===== config.mk =====
export PLATFORM = sky130hd
export DESIGN_NAME = mult_rr_scheduler_flat
export DESIGN_NICKNAME = d
export VERILOG_FILES = /design/src/rtl/mult_rr_scheduler_if.sv /design/src/rtl/mult_rr_scheduler.sv /design/src/flat_wrapper.sv
export SDC_FILE = /design/constraint.sdc
export NUM_CORES = 1
export LEC_CHECK = 0
export ABC_AREA = 1
export CORE_AREA = 4 4 99 101
export CTS_CLUSTER_DIAMETER = 150
export DETAILED_ROUTE_END_ITERATION = 7
export DIE_AREA = 0 0 103 105
export PLACE_DENSITY_LB_ADDON = 0.15
export REMOVE_ABC_BUFFERS = 1
export SLEW_MARGIN = 25
export SYNTH_ARGS = -nofsm -noshare
export SYNTH_HDL_FRONTEND = slang
export SYNTH_SLANG_ARGS = --single-unit

===== constraint.sdc =====
create_clock -name clk -period 2.5 [get_ports clk]
set_input_delay 0.375 -clock clk [delete_from_list [all_inputs] [get_ports clk]]
set_output_delay 0.375 -clock clk [all_outputs]
set_load 0.05 [all_outputs]

===== src/rtl/mult_rr_scheduler_if.sv =====
// mult_rr_scheduler_if
//   Bundles the client-side request/response handshake and the multiplier-side
//   issue/return signals of the round-robin multiplier scheduler.
//   slave  : the scheduler's view (drives grants, results, multiplier operands)
//   master : the environment's view (clients plus the multiplier instance)
// Signals
//   en            global enable
//   req_valid     per-requester request valid            [NREQ]
//   req_a/req_b   packed operands, requester i at [i*WIDTH +: WIDTH]
//   req_ready     one-hot grant or zero                  [NREQ]
//   rsp_valid     one-hot result strobe                  [NREQ]
//   rsp_data      product returned with rsp_valid        [2*WIDTH]
//   mul_in1/in2   operands to the multiplier             [WIDTH]
//   mul_inValid   operand valid to the multiplier
//   mul_en        multiplier enable (mirrors en)
//   mul_out       product from the multiplier            [2*WIDTH]
//   mul_outValid  product valid from the multiplier
//   err           sticky protocol-error flag
interface mult_rr_scheduler_if #(
   parameter int NREQ  = 4,
   parameter int WIDTH = 8
);
   logic                   en;
   logic [NREQ-1:0]        req_valid;
   logic [NREQ*WIDTH-1:0]  req_a;
   logic [NREQ*WIDTH-1:0]  req_b;
   logic [NREQ-1:0]        req_ready;
   logic [NREQ-1:0]        rsp_valid;
   logic [2*WIDTH-1:0]     rsp_data;
   logic [WIDTH-1:0]       mul_in1;
   logic [WIDTH-1:0]       mul_in2;
   logic                   mul_inValid;
   logic                   mul_en;
   logic [2*WIDTH-1:0]     mul_out;
   logic                   mul_outValid;
   logic                   err;

   modport slave (
      input  en, req_valid, req_a, req_b, mul_out, mul_outValid,
      output req_ready, rsp_valid, rsp_data, mul_in1, mul_in2, mul_inValid, mul_en, err
   );

   modport master (
      output en, req_valid, req_a, req_b, mul_out, mul_outValid,
      input  req_ready, rsp_valid, rsp_data, mul_in1, mul_in2, mul_inValid, mul_en, err
   );
endinterface


===== src/rtl/mult_rr_scheduler.sv =====
// mult_rr_scheduler
//   Shares one pipelined multiplier among NREQ requesters. A round-robin
//   arbiter grants one request per cycle, the winner's operands are registered
//   onto the multiplier inputs, and the winner's index is pushed into a tag
//   FIFO so each returning product can be steered back to its issuer.
// Ports
//   clk    rising-edge clock
//   reset  asynchronous reset, active-low
//   bus    mult_rr_scheduler_if.slave (handshake, multiplier and err signals)
module mult_rr_scheduler #(
   parameter int NREQ  = 4,
   parameter int WIDTH = 8,
   parameter int LAT   = 2,
   parameter int DEPTH = LAT + 1
) (
   input logic                clk,
   input logic                reset,
   mult_rr_scheduler_if.slave bus
);
   localparam int PW = $clog2(NREQ);
   localparam int AW = (DEPTH > 1) ? $clog2(DEPTH) : 1;
   localparam int CW = $clog2(DEPTH + 1);
   localparam logic [CW-1:0] FULL_CNT = CW'(DEPTH);

   function automatic logic [PW-1:0] wrap_idx(input logic [PW-1:0] base, input int step);
      int s;
      s = int'(base) + step;
      if (s >= NREQ) s = s - NREQ;
      return PW'(s);
   endfunction

   function automatic logic [AW-1:0] fifo_inc(input logic [AW-1:0] p);
      return (int'(p) == DEPTH - 1) ? '0 : p + 1'b1;
   endfunction

   logic [PW-1:0]        ptr;
   logic [PW-1:0]        win;
   logic [NREQ-1:0]      grant;
   logic                 accept;
   logic                 pop_ok;
   logic                 pop_empty;
   logic [CW-1:0]        cnt;
   logic [AW-1:0]        wr_ptr;
   logic [AW-1:0]        rd_ptr;
   logic [PW-1:0]        tags [DEPTH];
   logic [WIDTH-1:0]     in1_q;
   logic [WIDTH-1:0]     in2_q;
   logic                 inv_q;
   logic [NREQ-1:0]      rspv_q;
   logic [2*WIDTH-1:0]   rspd_q;
   logic                 err_q;

   // Scan from the farthest candidate back towards ptr so the one nearest
   // ptr (in wrap order) is the last assignment and therefore wins. The full
   // check deliberately uses the pre-pop count.
   always_comb begin
      grant = '0;
      win   = '0;
      if (bus.en && (cnt < FULL_CNT)) begin
         for (int k = NREQ - 1; k >= 0; k--) begin
            if (bus.req_valid[wrap_idx(ptr, k)]) begin
               grant                   = '0;
               grant[wrap_idx(ptr, k)] = 1'b1;
               win                     = wrap_idx(ptr, k);
            end
         end
      end
   end

   assign accept    = |(grant & bus.req_valid);
   assign pop_ok    = bus.en && bus.mul_outValid && (cnt != '0);
   assign pop_empty = bus.en && bus.mul_outValid && (cnt == '0);

   always_ff @(posedge clk or negedge reset) begin
      if (!reset) begin
         ptr    <= '0;
         cnt    <= '0;
         wr_ptr <= '0;
         rd_ptr <= '0;
         for (int d = 0; d < DEPTH; d++) tags[d] <= '0;
         in1_q  <= '0;
         in2_q  <= '0;
         inv_q  <= 1'b0;
         rspv_q <= '0;
         rspd_q <= '0;
         err_q  <= 1'b0;
      end else begin
         if (pop_empty) err_q <= 1'b1;
         if (bus.en) begin
            if (accept) begin
               in1_q          <= bus.req_a[int'(win)*WIDTH +: WIDTH];
               in2_q          <= bus.req_b[int'(win)*WIDTH +: WIDTH];
               inv_q          <= 1'b1;
               tags[wr_ptr]   <= win;
               wr_ptr         <= fifo_inc(wr_ptr);
               ptr            <= wrap_idx(win, 1);
            end else begin
               inv_q <= 1'b0;
            end
            if (pop_ok) begin
               rspv_q <= {{(NREQ-1){1'b0}}, 1'b1} << tags[rd_ptr];
               rspd_q <= bus.mul_out;
               rd_ptr <= fifo_inc(rd_ptr);
            end else begin
               rspv_q <= '0;
            end
            case ({accept, pop_ok})
               2'b10:   cnt <= cnt + 1'b1;
               2'b01:   cnt <= cnt - 1'b1;
               default: cnt <= cnt;
            endcase
         end
      end
   end

   assign bus.req_ready   = grant;
   assign bus.rsp_valid   = rspv_q;
   assign bus.rsp_data    = rspd_q;
   assign bus.mul_in1     = in1_q;
   assign bus.mul_in2     = in2_q;
   assign bus.mul_inValid = inv_q;
   assign bus.mul_en      = bus.en;
   assign bus.err         = err_q;
endmodule

===== src/flat_wrapper.sv =====
// flat-port wrapper written by rule: the top's interface ports become plain ports
module mult_rr_scheduler_flat 
#(
   parameter int NREQ  = 4,
   parameter int WIDTH = 8,
   parameter int LAT   = 2,
   parameter int DEPTH = LAT + 1
)
  (clk, reset, bus_en, bus_req_valid, bus_req_a, bus_req_b, bus_mul_out, bus_mul_outValid, bus_req_ready, bus_rsp_valid, bus_rsp_data, bus_mul_in1, bus_mul_in2, bus_mul_inValid, bus_mul_en, bus_err);
  mult_rr_scheduler_if #(.NREQ(NREQ), .WIDTH(WIDTH)) bus_i ();
  input logic clk;
  input logic reset;
  input wire logic [$bits(bus_i.en)-1:0] bus_en;
  input wire logic [$bits(bus_i.req_valid)-1:0] bus_req_valid;
  input wire logic [$bits(bus_i.req_a)-1:0] bus_req_a;
  input wire logic [$bits(bus_i.req_b)-1:0] bus_req_b;
  input wire logic [$bits(bus_i.mul_out)-1:0] bus_mul_out;
  input wire logic [$bits(bus_i.mul_outValid)-1:0] bus_mul_outValid;
  output wire logic [$bits(bus_i.req_ready)-1:0] bus_req_ready;
  output wire logic [$bits(bus_i.rsp_valid)-1:0] bus_rsp_valid;
  output wire logic [$bits(bus_i.rsp_data)-1:0] bus_rsp_data;
  output wire logic [$bits(bus_i.mul_in1)-1:0] bus_mul_in1;
  output wire logic [$bits(bus_i.mul_in2)-1:0] bus_mul_in2;
  output wire logic [$bits(bus_i.mul_inValid)-1:0] bus_mul_inValid;
  output wire logic [$bits(bus_i.mul_en)-1:0] bus_mul_en;
  output wire logic [$bits(bus_i.err)-1:0] bus_err;
  assign bus_i.en = bus_en;
  assign bus_i.req_valid = bus_req_valid;
  assign bus_i.req_a = bus_req_a;
  assign bus_i.req_b = bus_req_b;
  assign bus_i.mul_out = bus_mul_out;
  assign bus_i.mul_outValid = bus_mul_outValid;
  assign bus_req_ready = bus_i.req_ready;
  assign bus_rsp_valid = bus_i.rsp_valid;
  assign bus_rsp_data = bus_i.rsp_data;
  assign bus_mul_in1 = bus_i.mul_in1;
  assign bus_mul_in2 = bus_i.mul_in2;
  assign bus_mul_inValid = bus_i.mul_inValid;
  assign bus_mul_en = bus_i.mul_en;
  assign bus_err = bus_i.err;
  mult_rr_scheduler #(.NREQ(NREQ), .WIDTH(WIDTH), .LAT(LAT), .DEPTH(DEPTH)) u_core (.clk(clk), .reset(reset), .bus(bus_i));
endmodule

; ---- Word level (Yosys, flattened, before mapping)
; Cells that the tools add are included.
[word_totals]
input_bits = 88
regBits = 52
word_cells = 127
out_inout_bits = 43
[classes]
n_reduce_logical = 16
shift = 3
n_mux = 54
addsub = 13
n_eq_ne = 4
order_cmp = 21
n_bitwise = 3
[op_table]
columns = cell, count
row1 = $shiftx 32x6->8, 2
row2 = $mux 2, 27
row3 = $lt 2x3->1 const B, 8
row4 = $mux 4, 6
row5 = $ge 3x3->1 const B, 6
row6 = $sub 2x1->2 const B, 6
row7 = $logic_and 1x1->1, 9
row8 = $mux 1, 9
row9 = $bmux 1 s2, 4
row10 = $demux 1 s2, 4
row11 = $ge 2x1->1 const B, 4
row12 = $add 2x1->2 const B, 3
row13 = $add 2x1->3 const B, 2
row14 = $add 2x2->3 const B, 2
row15 = $bwmux 6, 1
row16 = $eq 2x2->1 const B, 3
row17 = $not 2->3, 2
row18 = $reduce_and 2->1, 3
row19 = $and 4x4->4, 1
row20 = $bmux 2 s2, 1
row21 = $demux 2 s2, 1
row22 = $pmux 2 s2, 1
row23 = $reduce_bool 2->1, 2
row24 = $reduce_or 4->1, 1
row25 = other kinds (6), 6

; ---- Depth between registers and ports, before layout
; Gate-level depths: netlist of the first run.
[logic_depth]
ltp_word = 22
ltp_mapped = 18
ltp_nobuf = 16

; ---- Worst setup path before layout of the first run
; No wires, ideal clock.
[synth_timing]
kind = register to register
from = register u_core.ptr[1]
to = register u_core.cnt[1]
slack_ns = -0.104
t_arrival_ns = 2.482
period_less_slack_ns = 2.604
path_stages_with_launch = 17
required_ns = 2.378
setup_time_ns = 0.122
path_buffers = 1
path_cell_list = dfrtp_1 inv_1 ha_1 inv_1 nand3_2 nand2_4 inv_2 nand3_1 nand3_1 nand3_2 nand2_4 nor2_4 buf_4 ha_1 nor2_1 nand2_1 xor2_1
[synth_between]
elab_chain_cells = 19
word_cells_on_any_way = 67
cone_classes = add/sub (7) / order compare (12) / eq/ne (2) / mux (38) / bitwise (1) / reduce/logical (7)
[synth_rtl]
columns = element, line_no
row1 = from (decl), mult_rr_scheduler.sv:36  ; logic [PW-1:0] ptr;
row2 = from (signal assigned), mult_rr_scheduler.sv:96  ; ptr <= wrap_idx(win, 1);
row3 = $add 2x2->3, mult_rr_scheduler.sv:27  ; s = int'(base) + step;
row4 = $ge 3x3->1 / $sub 2x1->2 (equally long branches), mult_rr_scheduler.sv:28  ; if (s >= NREQ) s = s - NREQ;
row5 = $mux 2, mult_rr_scheduler.sv:28
row6 = $mux 2, mult_rr_scheduler.sv:61  ; if (bus.req_valid[wrap_idx(ptr, k)]) begin
row7 = $mux 2, mult_rr_scheduler.sv:59  ; if (bus.en && (cnt < FULL_CNT)) begin
row8 = $lt 2x3->1 (implied by the code) / $ge 2x1->1 (equally long branches), mult_rr_scheduler.sv:63  ; grant[wrap_idx(ptr, k)] = 1'b1;
row9 = $logic_and 1x1->1 (implied by the code), mult_rr_scheduler.sv:63
row10 = $mux 1 (implied by the code), mult_rr_scheduler.sv:63
row11 = $demux 1 s2, --
row12 = $mux 4 (3 in series), mult_rr_scheduler.sv:61
row13 = $mux 4 (*), mult_rr_scheduler.sv:61
row14 = $mux 4 (*), mult_rr_scheduler.sv:59
row15 = $and 4x4->4 (*), mult_rr_scheduler.sv:70  ; assign accept = |(grant & bus.req_valid);
row16 = $reduce_or 4->1 (*), mult_rr_scheduler.sv:70
row17 = $eq 2x2->1 / $eq 2x1->1 (equally long branches), mult_rr_scheduler.sv:107  ; case ({accept, pop_ok})
row18 = $reduce_bool 2->1 (no line), --
row19 = $reduce_and 2->1 (no line), --
row20 = to (signal assigned), mult_rr_scheduler.sv:108  ; 2'b10: cnt <= cnt + 1'b1;
row21 = to (signal assigned), mult_rr_scheduler.sv:109  ; 2'b01: cnt <= cnt - 1'b1;
row22 = to (signal assigned), mult_rr_scheduler.sv:110  ; default: cnt <= cnt;
row23 = to (decl), mult_rr_scheduler.sv:42  ; logic [CW-1:0] cnt;
; Mark *: on every way between the ends. The rest lies on a longest branch, timed or not. The select of a mux whose other input is x is not followed.
; A chain may end at the register's enable or synchronous reset.

; ---- Worst setup path after layout of the first run
[layout_timing]
from = register u_core.ptr[0]
to = output bus_req_ready[0]
[layout_between]
elab_chain_cells = 14
word_cells_on_any_way = 60
cone_classes = add/sub (7) / order compare (12) / mux (37) / reduce/logical (4)
[layout_rtl]
columns = element, line_no
row1 = $add 2x2->3, mult_rr_scheduler.sv:27
row2 = $ge 3x3->1 / $sub 2x1->2 (equally long branches), mult_rr_scheduler.sv:28
row3 = $mux 2, mult_rr_scheduler.sv:28
row4 = $mux 2, mult_rr_scheduler.sv:61
row5 = $mux 2, mult_rr_scheduler.sv:59
row6 = $lt 2x3->1 (implied by the code) / $ge 2x1->1 (equally long branches), mult_rr_scheduler.sv:63
row7 = $logic_and 1x1->1 (implied by the code), mult_rr_scheduler.sv:63
row8 = $mux 1 (implied by the code), mult_rr_scheduler.sv:63
row9 = $demux 1 s2, --
row10 = $mux 4 (3 in series), mult_rr_scheduler.sv:61
row11 = $mux 4 (*), mult_rr_scheduler.sv:61
row12 = $mux 4 (*), mult_rr_scheduler.sv:59
row13 = to (decl), flat_wrapper.sv:19  ; output wire logic [$bits(bus_i.req_ready)-1:0] bus_req_ready;
; Marked as above.

==> impl_metrics.toml, run 1 <==
[layout]
drive_above_1_share = 0.1138
layout.nets = 764
fin_util = 0.5763
fillers = 848
layoutNonFillerInstCount = 779
area_growth_pct = 45.08
antenna_cells = 0

[clock_network]
cts-htree-levels = 2
clk_pin_slew_ns = 0.10
tritoncts = "built"
clk_latency_ns = 0.31
cts_inserted_buffers = 5
cts_hold_buf = 0
cts_buffer_depth = 2
root_buffer = "clkbuf_8"
cts_num_sinks = 52

[routing]
vias_per_cell = 4.525
drc = 0
dr.first_iter.drc_count = 162
vias = 3525
final_antenna_net_count = 0
firstDrtPassIters = 4
wirelength_um = 9109
wl_per_cell_um = 11.69

[sta]
slew_headroom = 0.6316
max_clock_freq_mhz = 429.7
tightest_slew_ns = 0.5508
setup_violations = 0
rsz0062_at_grt = "no"
finalCritPeriodShare = 0.9310
slew_viol_final = 0
clock_skew_ns = 0.01551
final_hold_viol_count = 0
period_needed_ns = 2.327

[setup_path]
cp_max_fo = 4
cp.buffers_inverters = 5
worstRegToRegCells = 16
crit_path_end_kind = "output port"
worstPathArrival_ns = 1.95
crit_type = "register to output port"
rrSetupSlack_ns = 0.25
reg2reg_from = "u_core.ptr[0]$_DFFE_PN0P_"
cp_slowest_stage_delay_ns = 0.43
worstPathCellList = "inv_6 > ha_4 > inv_1 > nand3_1 > nand2_1 > inv_1 > nor2_4 > nand2_1 > nand3_1 > nand2_1 > inv_1 > buf_12"
critPathTopFamily = "simple AND/OR/NAND/NOR gates"
timing.rr.end = "u_core.cnt[0]$_DFFE_PN0P_"
cp-start-kind = "register"
cp_slowest_cell = "dfrtp_1"
worstPathRequired_ns = 2.12

[die]
core_mm2 = 0.009021
ios = 131
die_w_um = 103
start_util = 0.3972
die_h_um = 105
dieArea_mm2 = 0.01082
row_count = 35

[grt]
globalRouteTotalUtil = 0.1689
antenna_found_initial = 0
grt_pass1_vias = 3382
grt_max_degree = 35
overflow = 0
grt_pass1_wl_um = 15010

[pwr]
power.density_mw_per_mm2 = 1262
p_leak_nw = 2.798
vdd_drop_max_mv = 0.4595

[yosys]
synth_most_common_cell = "nand2_1"
netlist_top_cells_count = "nand2_1, inv_1, dfrtp_1"
synth_area_per_cell_um2 = 6.787
synthArstFlopShare = 1.000
synthTopCellsByArea = "dfrtp_1, nand2_1, inv_1"
yosysTopAreaCellShare = 0.3631
netlist_area_mm2 = 0.003583
ys_seq_area_frac = 0.3631
yosys.area.top_type = "dfrtp_1"
yosys_warnings = 0
synth_edf_count = 0
synth.distinct_cells = 30
synth_cells = 528
synth_ff_type = "dfrtp_1"
yosys_register_bits = 52

[status]
status = "finished, final reports clean"

[min_path]
min_path_type = "input port to async pin"

[placement]
dp_cells = 771
io_buffers = 130
dp_hpwl_um = 7117
place.gp.congestion = 0.8601

[run]
max-cap-violations = 0
-- layout make-up --
cell class | count | area, µm² | share of cell area
multi-input cells | 361 | 1792 | 0.3446
repair buffers | 151 | 1506 | 0.2898
flip-flops and latches | 52 | 1301 | 0.2503
inverters | 96 | 370.4 | 0.07124
well taps | 111 | 138.9 | 0.02671
clock buffers | 5 | 68.82 | 0.01324
clock inverters | 3 | 21.27 | 0.004091
-- per-layer routing --
metal / global-route usage / vias to the layer above / part of all wire
met2: 0.2874 / 117 / 0.46
met4: 0.04533 / 0 / 0.015
met1: 0.2068 / 1529 / 0.44
met5: 0 / - / 0
li1: - / 1868 / -
met3: 0.04673 / 11 / 0.083
-- worst max path at each step --
stage                                    startpoint                           endpoint  slack [ns]  cells past startpoint
after floorplan           u_core.ptr[0]$_DFFE_PN0P_          u_core.cnt[1]$_DFFE_PN0P_       -0.27                     15
after global placement             bus_req_valid[0]          u_core.cnt[1]$_DFFE_PN0P_        0.02                     16
after detailed placement           bus_req_valid[2]  u_core.bus.mul_in2[0]$_DFFE_PN0P_       -0.02                     15
after CTS                 u_core.ptr[0]$_DFFE_PN0P_                   bus_req_ready[0]        0.03                     12
after global routing      u_core.ptr[1]$_DFFE_PN0P_                   bus_req_ready[0]        0.05                     11
final                     u_core.ptr[0]$_DFFE_PN0P_                   bus_req_ready[0]        0.17                     12
-- power by group --
group	total (mW)	internal [mW]	switching, mW	leakage, nW
Sequential	1.42	1.20	0.215	0.652
Combinational	4.66	1.63	3.02	2.10
Clock	0.483	0.199	0.284	0.0445
Total	6.56	3.04	3.52	2.80
-- stage by stage --
stage	cell area (µm²)	worst slack [ns]	hold WS, ns	total power, mW	setup TNS (ns)
global route	5199	0.04927	0.05084	7.123	0
global placement	5085	0.01748	0.3763	6.022	0
finish	5199	0.1726	0.03291	6.560	0
floorplan	3436	-0.2718	0.07941	4.471	-0.4307
detailed placement	5085	-0.01962	0.3843	6.069	-0.04436
CTS	5175	0.02867	0.03823	6.578	0
-- timing repair --
action	CTS	global route
gates resized for setup	0	3
endpoints found under the setup margin	0	21
setup buffers	0	0
-- worst register-to-register path, delay by kind of cell, from the launching register on --
kind / cells / cell delay, ns
and+or+nand+nor: 9 / 0.80
adders and majority gates: 2 / 0.53
DFF: 1 / 0.43
buffers and inverters: 4 / 0.31
xor gates and xnor gates: 1 / 0.13
-- placed cells by master (no fill, tap or decap) --
cell,netlist,routed
a21oi_1,22,21
a21oi_2,0,1
a21oi_4,1,1
buf_12,0,5
buf_2,4,1
buf_4,4,20
clkbuf_8,0,5
clkdlybuf4s50_1,0,125
clkinv_1,1,1
clkinv_2,0,1
clkinvlp_4,0,1
dfrtp_1,52,52
ha_1,9,8
ha_4,0,1
inv_1,86,86
inv_2,6,6
inv_4,2,2
inv_6,1,2
nand2_1,213,213
nand2_2,5,5
nand2_4,7,6
nand2_8,1,2
nand2b_1,1,1
nand3_1,49,49
nand3_2,12,12
nand4_1,1,1
nor2_1,18,17
nor2_2,0,1
nor2_4,3,3
o21ai_0,10,10
o21ai_1,3,3
o21ai_2,1,1
o21bai_1,1,1
xnor2_1,1,1
xor2_1,3,3
-- logic make-up (layout without fill, tap and decap cells) --
| family | Yosys count | count (layout) | synth area share |
|---|---|---|---|
| simple gates | 310 | 310 | 0.3932 |
| buf+inv | 115 | 255 | 0.1445 |
| flops | 52 | 52 | 0.3631 |
| compound gates | 38 | 38 | 0.05796 |
| fa+ha+maj | 9 | 9 | 0.03143 |
| xor+xnor | 4 | 4 | 0.009778 |
-- registers in the layout, indices dropped and copies added, names as in the netlist, 4 cells and up --
signal and cells:
u_core.tags 6, u_core.bus.rsp_data 16, u_core.bus.mul_in2 8, u_core.bus.mul_in1 8, u_core.bus.rsp_valid 4
No activity file was read; power rests on OpenSTA's default activity.
==> run 2, diff against run 1 <==
Settings changed: CORE_AREA 4 4 99 101 to 4 4 95 97, DIE_AREA 0 0 103 105 to 0 0 99 101, PLACE_DENSITY set to 0.79, PLACE_DENSITY_LB_ADDON 0.15 to unset.
Clock period 2.5 ns to 2.93 ns, I/O delays scaled along.
==> run 2 against run 1 <==
Effect of this change:
- final cell count fell by 2.6%
- count of clock-buffer cells in the layout increased by 1
- global-route usage up 2.3 points
- setup slack gained 0.18 ns
- sequential power shrank 14%
- worst hold slack better by 0.077 ns
- combinational power down 18%
- critical path depth stayed put
- critical path type unchanged
- critical endpoint is now bus_req_ready[3]
- largest cell class unchanged
==> impl_metrics.toml, run 2 (synthesized netlist as in run 1, its figures left out) <==
[die]
die_w_um = 99
core_mm2 = 0.008134
row_count = 33
start_util = 0.4405
die_h_um = 101
dieArea_mm2 = 0.009999
ios = 131

[placement]
dp_cells = 751
dp_hpwl_um = 7433
place_ws_ns = 0.1763
place.gp.congestion = 0.9441
place_area_mm2 = 0.004956
io_buffers = 130

[status]
status = "finished, final reports clean"

[sta]
rsz0062_at_grt = "no"
layout_setup_ws_ns = 0.3492
period_needed_ns = 2.581
max_clock_freq_mhz = 387.5
finalCritPeriodShare = 0.8808
slew_headroom = 0.5685
final_hold_viol_count = 0
setup_violations = 0
clock_skew_ns = 0.008785
tightest_slew_ns = 0.6450
tns_ns = 0
fin_hold_ws_ns = 0.1099
slew_viol_final = 0

[setup_path]
reg2reg_from = "u_core.ptr[1]$_DFFE_PN0P_"
cp_slowest_stage_delay_ns = 0.47
critPathTopFamily = "simple AND/OR/NAND/NOR gates"
path_common_cell = "inv_1"
worstRegToRegCells = 16
timing.rr.end = "u_core.cnt[1]$_DFFE_PN0P_"
cp-start-kind = "register"
cp_max_fo = 8
crit_type = "register to output port"
worstPathArrival_ns = 2.14
rrSetupSlack_ns = 0.36
worstPathCellList = "inv_1 > ha_1 > inv_1 > nand3_1 > nand2_1 > inv_1 > nor2_4 > nand2_1 > nand3_2 > nand2_1 > inv_1 > buf_12"
cp.buffers_inverters = 5
worstPathRequired_ns = 2.49
crit_path_end_kind = "output port"
cp_slowest_cell = "dfrtp_2"

[routing]
wirelength_um = 9495
drc = 0
vias = 3556
wl_per_cell_um = 12.51
final_antenna_net_count = 0
firstDrtPassIters = 4
dr.first_iter.drc_count = 156
vias_per_cell = 4.685

[layout]
layout.nets = 750
final_cell_mix = "nand2_1, clkdlybuf4s50_1, inv_1"
antenna_cells = 0
drive_above_1_share = 0.09174
layout_commonest_cell = "nand2_1"
layoutNonFillerInstCount = 759
area_growth_pct = 41.03
largest_reg_flops = 16
design_area_mm2 = 0.005054
fin_util = 0.6213

[min_path]
min_path_type = "input port to async pin"

[clock_network]
clk_pin_slew_ns = 0.10
cts_hold_buf = 0
cts_resized = 0
post-cts-setup-buffers = 0
clk_latency_ns = 0.30
root_buffer = "clkbuf_8"
cts_inserted_buffers = 5
tritoncts = "built"
cts-htree-levels = 2
cts_buffer_depth = 2
cts_num_sinks = 52

[run]
max-cap-violations = 0

[grt]
grt_pass1_vias = 3467
overflow = 0
antenna_found_initial = 0
grt_pass1_wl_um = 15800
grt_max_degree = 35
globalRouteTotalUtil = 0.1914

[pwr]
clkPwrFrac = 0.078
vdd_drop_max_mv = 0.4069
swShare = 0.5445
p_leak_nw = 2.733
share_seq_of_total_power = 0.223
switchingPower_mw = 2.981
fin_total_pwr_mw = 5.474
p_int_mw = 2.493
combPwrFrac = 0.699
power.density_mw_per_mm2 = 1083
-- run 2: cell type report --
type                            count  area [µm²]
Multi-Input combinational cell    361        1764
Clock inverter                      2       13.76
Inverter                           96       370.4
Sequential cell                    52        1303
Tap cell                          105       131.4
Clock buffer                        6       82.58
Fill cell                         726        3080
Timing Repair Buffer              137        1389
-- run 2: how the worst max path moves through the flow --
stage | startpoint | endpoint | cells past startpoint
final | u_core.ptr[1]$_DFFE_PN0P_ | bus_req_ready[3] | 12
after global routing | u_core.ptr[1]$_DFFE_PN0P_ | u_core.cnt[1]$_DFFE_PN0P_ | 16
after CTS | u_core.ptr[1]$_DFFE_PN0P_ | bus_req_ready[3] | 12
after detailed placement | bus_req_valid[2] | u_core.cnt[1]$_DFFE_PN0P_ | 16
after global placement | bus_req_valid[2] | u_core.cnt[1]$_DFFE_PN0P_ | 16
after floorplan | u_core.ptr[0]$_DFFE_PN0P_ | u_core.cnt[1]$_DFFE_PN0P_ | 15
-- run 2: power groups by stage --
| stage | clock network [mW] | logic (mW) | registers, mW |
|---|---|---|---|
| 2_1_floorplan | 0 | 1.82 | 2.00 |
| 3_3_place_gp | 0 | 3.75 | 1.22 |
| 3_5_place_dp | 0 | 3.84 | 1.23 |
| 4_1_cts | 0.445 | 3.85 | 1.22 |
| 5_1_grt | 0.475 | 4.20 | 1.26 |
| 6_report | 0.426 | 3.83 | 1.22 |
-- run 2: layer usage --
layer / global-route usage / routed length, µm / up-vias
met1: 0.2264 / 3780 / 1591
met4: 0.05987 / 154 / 0
li1: - / - / 1833
met2: 0.3471 / 4866 / 119
met5: 0 / 0 / -
met3: 0.03945 / 694 / 13
==> edit 1 (config.mk and constraints of run 1) <==
`WIDTH` is set to 8 in 3 places; all go to 6.
--- a/src/rtl/mult_rr_scheduler_if.sv
+++ b/src/rtl/mult_rr_scheduler_if.sv
@@ -20,3 +20,3 @@
    parameter int NREQ  = 4,
-   parameter int WIDTH = 8
+   parameter int WIDTH = 6
 );
--- a/src/rtl/mult_rr_scheduler.sv
+++ b/src/rtl/mult_rr_scheduler.sv
@@ -11,3 +11,3 @@
    parameter int NREQ  = 4,
-   parameter int WIDTH = 8,
+   parameter int WIDTH = 6,
    parameter int LAT   = 2,
--- a/src/flat_wrapper.sv
+++ b/src/flat_wrapper.sv
@@ -4,3 +4,3 @@
    parameter int NREQ  = 4,
-   parameter int WIDTH = 8,
+   parameter int WIDTH = 6,
    parameter int LAT   = 2,
Interface: changed (6 resized); port bits go from 131 to 103. The function was not compared with the original's and may differ.
==> edit 1 against run 1 <==
- worst setup slack lost 0.045 ns
- synthesized area shrank 18%
- wire length down 15%
- cell area decreased by 15%
- sequential cell count shrank 8
- global-route usage down 2.3 points
- total power is 13% lower
- core utilization is 8.6 points lower
- critical path type unchanged
==> edit 1: results <==
{
  "switchingPower_uw": 2900,
  "grt_start_max_net_pins": 39,
  "final_nets": 645,
  "regArea_um2": 1100,
  "ir_drop_mv": 0.405,
  "yosysSeqAreaShare": 0.374,
  "cts_buffers": 5,
  "critical_path_arrival_ns": 2.00,
  "grt_usage": 0.146,
  "grt_pass1_wl_um": 12900,
  "drive_above_1_share": 0.114,
  "hpwl_um": 5990,
  "leakage_uw": 0.00240,
  "routabilityCongestion": 0.904,
  "drtIter0Drc": 138,
  "worst_pin_slew_ns": 0.530,
  "cp_max_fo": 10,
  "largest_reg_flops": 12,
  "routed_wl_um": 7710,
  "synth_common_cells": "nand2_1 (176), inv_1 (76), nand3_1 (50), dfrtp_1 (44), nor2_1 (18)",
  "clock_skew_ns": 0.00863,
  "synth_cell_type_count": 25,
  "dp.cells": 671,
  "via_per_inst": 4.40,
  "status": "completed",
  "dpl_worst_slack_ns": -0.0759,
  "path_clk_slew_ns": 0.08,
  "grt_pass1_vias": 2875,
  "synthTopCellsByArea": "dfrtp_1 (37%), nand2_1 (22%), inv_1 (9.7%)",
  "synth_area_per_cell_um2": 6.61,
  "port_buffers": 102
}
==> edit 1: cell count changes after synthesis, sizes merged <==
cell | run 1 | this run
inv | 95 | 81
o21ai | 14 | 13
clkbuf | 4 | 3
nand2 | 226 | 185
nand3 | 61 | 54
buf | 15 | 10
dfrtp | 52 | 44
a21oi | 23 | 18
clkinv | 1 | 0
==> edit 1: what timing repair did <==
| item | 4_1_cts | 5_1_grt |
|---|---|---|
| endpoints found under the setup margin | 1 | 13 |
| hold buffers | 1 | 0 |
| pin swaps | 0 | 1 |
| gates cloned | 0 | 0 |
| endpoints found under the hold margin | 6 | 0 |
| gates resized for setup | 1 | 4 |
==> edit 1: final cells by class <==
cell class,count,area share
sequential,44,0.249
timing repair buffer,129,0.291
inverter,81,0.0688
multi-input combinational,307,0.333
tap,111,0.0314
clock inverter,3,0.0108
clock buffer,5,0.0156
==> edit 1: worst paths after layout <==
| check | endpoint | slack, ns | cells past startpoint |
|---|---|---|---|
| hold / removal | u_core.bus.rsp_data[6] | 0.43 | 2 |
| min in group clk | u_core.bus.rsp_data[7] | 0.48 | 2 |
| setup reg to reg | u_core.cnt[1] | 0.20 | 16 |
| hold reg to reg | u_core.bus.rsp_data[7] | 0.48 | 2 |
| setup / recovery | bus_req_ready[1] | 0.13 | 12 |
| max in group asynchronous | u_core.wr_ptr[1] | 1.37 | 3 |
==> edit 1: per-layer routing <==
| metal | track usage | vias to the layer above | share of wire |
|---|---|---|---|
| met5 | 0 | - | 0 |
| met2 | 0.250 | 90 | 0.47 |
| li1 | - | 1590 | - |
| met4 | 0.0416 | 0 | 0.019 |
| met1 | 0.174 | 1302 | 0.42 |
| met3 | 0.0441 | 13 | 0.086 |
==> edit 1: power groups by stage <==
stage	clock [uW]	sequential (uW)	combinational (uW)
finish	554	1190	3940
global route	613	1230	4330
CTS	581	1190	3920
detailed placement	0	1200	3900
global placement	0	1190	3880
floorplan	0	1900	1710
==> edit 1: logic make-up (layout without fill, tap and decap cells) <==
group / count (synthesis) / after routing / share of synthesized area
DFF: 44 / 44 / 0.374
buffers and inverters: 94 / 218 / 0.135
AOI/OAI and AO/OA: 32 / 32 / 0.0565
xor gates and xnor gates: 4 / 4 / 0.0119
adders and majority gates: 9 / 9 / 0.0383
and+or+nand+nor: 262 / 262 / 0.384
==> edit 1: worst max-delay path, stage by stage, from the launching register on <==
cell and delay (ns):
dfrtp_1 0.39, inv_2 0.08, ha_4 0.22, inv_1 0.09
nand3_2 0.11, nand2_4 0.15, inv_2 0.07, nand3_1 0.09
nand3_2 0.10, buf_4 0.14, nand2_1 0.05, inv_1 0.06
buf_12 0.14
==> edit 2 (flow settings as in run 1) <==
Made on the original files. Make the reset (`reset`) synchronous in one clocked block. Comments in the files are not updated.
--- a/src/rtl/mult_rr_scheduler.sv
+++ b/src/rtl/mult_rr_scheduler.sv
@@ -73,3 +73,3 @@
 
-   always_ff @(posedge clk or negedge reset) begin
+   always_ff @(posedge clk) begin
       if (!reset) begin
Behaviour: differs if reset is asserted again (counterexample within 4 cycles, from zero or initial values and one cycle with reset low); with reset held inactive, the same outputs for 4 cycles.
==> edit 2 against run 1 <==
- synthesized area shrank 2.5%
- non-clock buffer count grew 18
- global-route usage rose by 1.3 points
- core utilization is 2.4 points higher
- sequential cell count rose by 4
- worst setup slack worse by 0.080 ns
- total power shrank 17%
- clock power up 8.1%
- cell area increased by 4.2%
- wire length increased by 11%
- largest cell class unchanged
==> edit 2: results <==
{
  "ir_drop_mv": 0.457,
  "netlist.area_leader.share": 0.275,
  "rr_worst_depth": 17,
  "synth-edff-count": 8,
  "drive_above_1_share": 0.128,
  "relSlewSlack": 0.646,
  "use_met2": 0.328,
  "grt_pass1_vias": 3737,
  "dpl_worst_slack_ns": -0.281,
  "status": "completed",
  "finalHoldViolCount": 0,
  "routabilityCongestion": 0.918,
  "switchingPower_uw": 2640,
  "wl_met1_um": 4180,
  "synth_common_cells": "nand2_1 (138), nor2_1 (93), inv_1 (92), nand3_1 (74), dfxtp_1 (48)",
  "setup_slack_ns": 0.0922,
  "hp-class": "reg -> reg",
  "leakage_uw": 0.00263,
  "routed_wl_um": 10100,
  "slowest_delay_ns": 0.35,
  "wl_met3_um": 770,
  "r2r_slack_ns": 0.09,
  "clock_skew_ns": 0.0102,
  "grtUsageMet3": 0.0461,
  "crit_end": "u_core.cnt[1]",
  "yosysSeqAreaShare": 0.344,
  "postSynthCellCount": 561,
  "met1_usage": 0.208,
  "synthArstFlopShare": 0,
  "grt_start_max_net_pins": 41,
  "cp_slowest_cell": "dfxtp_2",
  "clock_latency_ns": 0.31,
  "grt_usage": 0.182,
  "hpwl_um": 7660,
  "critical_path_arrival_ns": 2.61,
  "crit_start": "u_core.ptr[0]",
  "wl_met2_um": 5080,
  "largest_reg_flops": 16,
  "final_cells": 824,
  "dp.cells": 812,
  "synthTopCellsByArea": "dfxtp_1 (28%), nand2_1 (15%), nand3_1 (11%)",
  "vias": 3881,
  "synth_cell_type_count": 28
}
[edit 2: cell count changes after synthesis, moves of 16 or more]
cell	run 1	this run
dfrtp_1	52	0
dfxtp_1	0	48
nand2_1	213	138
nand3_1	49	74
nand3b_1	0	16
nor2_1	18	93
[edit 2: cell families after synthesis]
family | Yosys count | share of synthesized area
AO/OA/AOI/OAI | 43 | 0.0727
adder cells (fa/ha/maj) | 9 | 0.0322
buffers and inverters | 122 | 0.144
flip-flops | 56 | 0.344
AND/OR/NAND/NOR | 331 | 0.407
[edit 2: worst min-delay path: stages (launching register included)]
cell	delay, ns
dfxtp_1	0.32
nand2_1	0.06
a21oi_1	0.05
[edit 2: timing repair]
item,in CTS,in global routing
hold buffers,0,0
cloned,0,0
pin swaps,1,12
gates resized for setup,6,29
endpoints found under the setup margin,2,16
setup buffers,0,4
[edit 2: layout make-up]
class                           count  area (um2)
Fill cell                         870        3600
Multi-Input combinational cell    383        1910
Timing Repair Buffer              169        1700
Sequential cell                    56        1200
Inverter                           97         364
Tap cell                          111         139
Clock buffer                        5        68.8
Clock inverter                      3        27.5
[edit 2: metrics by stage]
stage               hold slack (ns)  power (uW)  cell area [um2]
detailed placement            0.462        4740             5160
CTS                           0.478        5320             5280
global placement              0.454        4710             5160
global route                  0.494        5900             5420
finish                        0.472        5460             5420
floorplan                     0.455        3290             3350
[edit 2: power groups by stage]
| stage | combinational [uW] | sequential (uW) | clock, uW |
|---|---|---|---|
| floorplan | 1600 | 1680 | 0 |
| global placement | 3490 | 1220 | 0 |
| detailed placement | 3520 | 1220 | 0 |
| CTS | 3570 | 1210 | 546 |
| global route | 4090 | 1230 | 578 |
| finish | 3730 | 1210 | 522 |
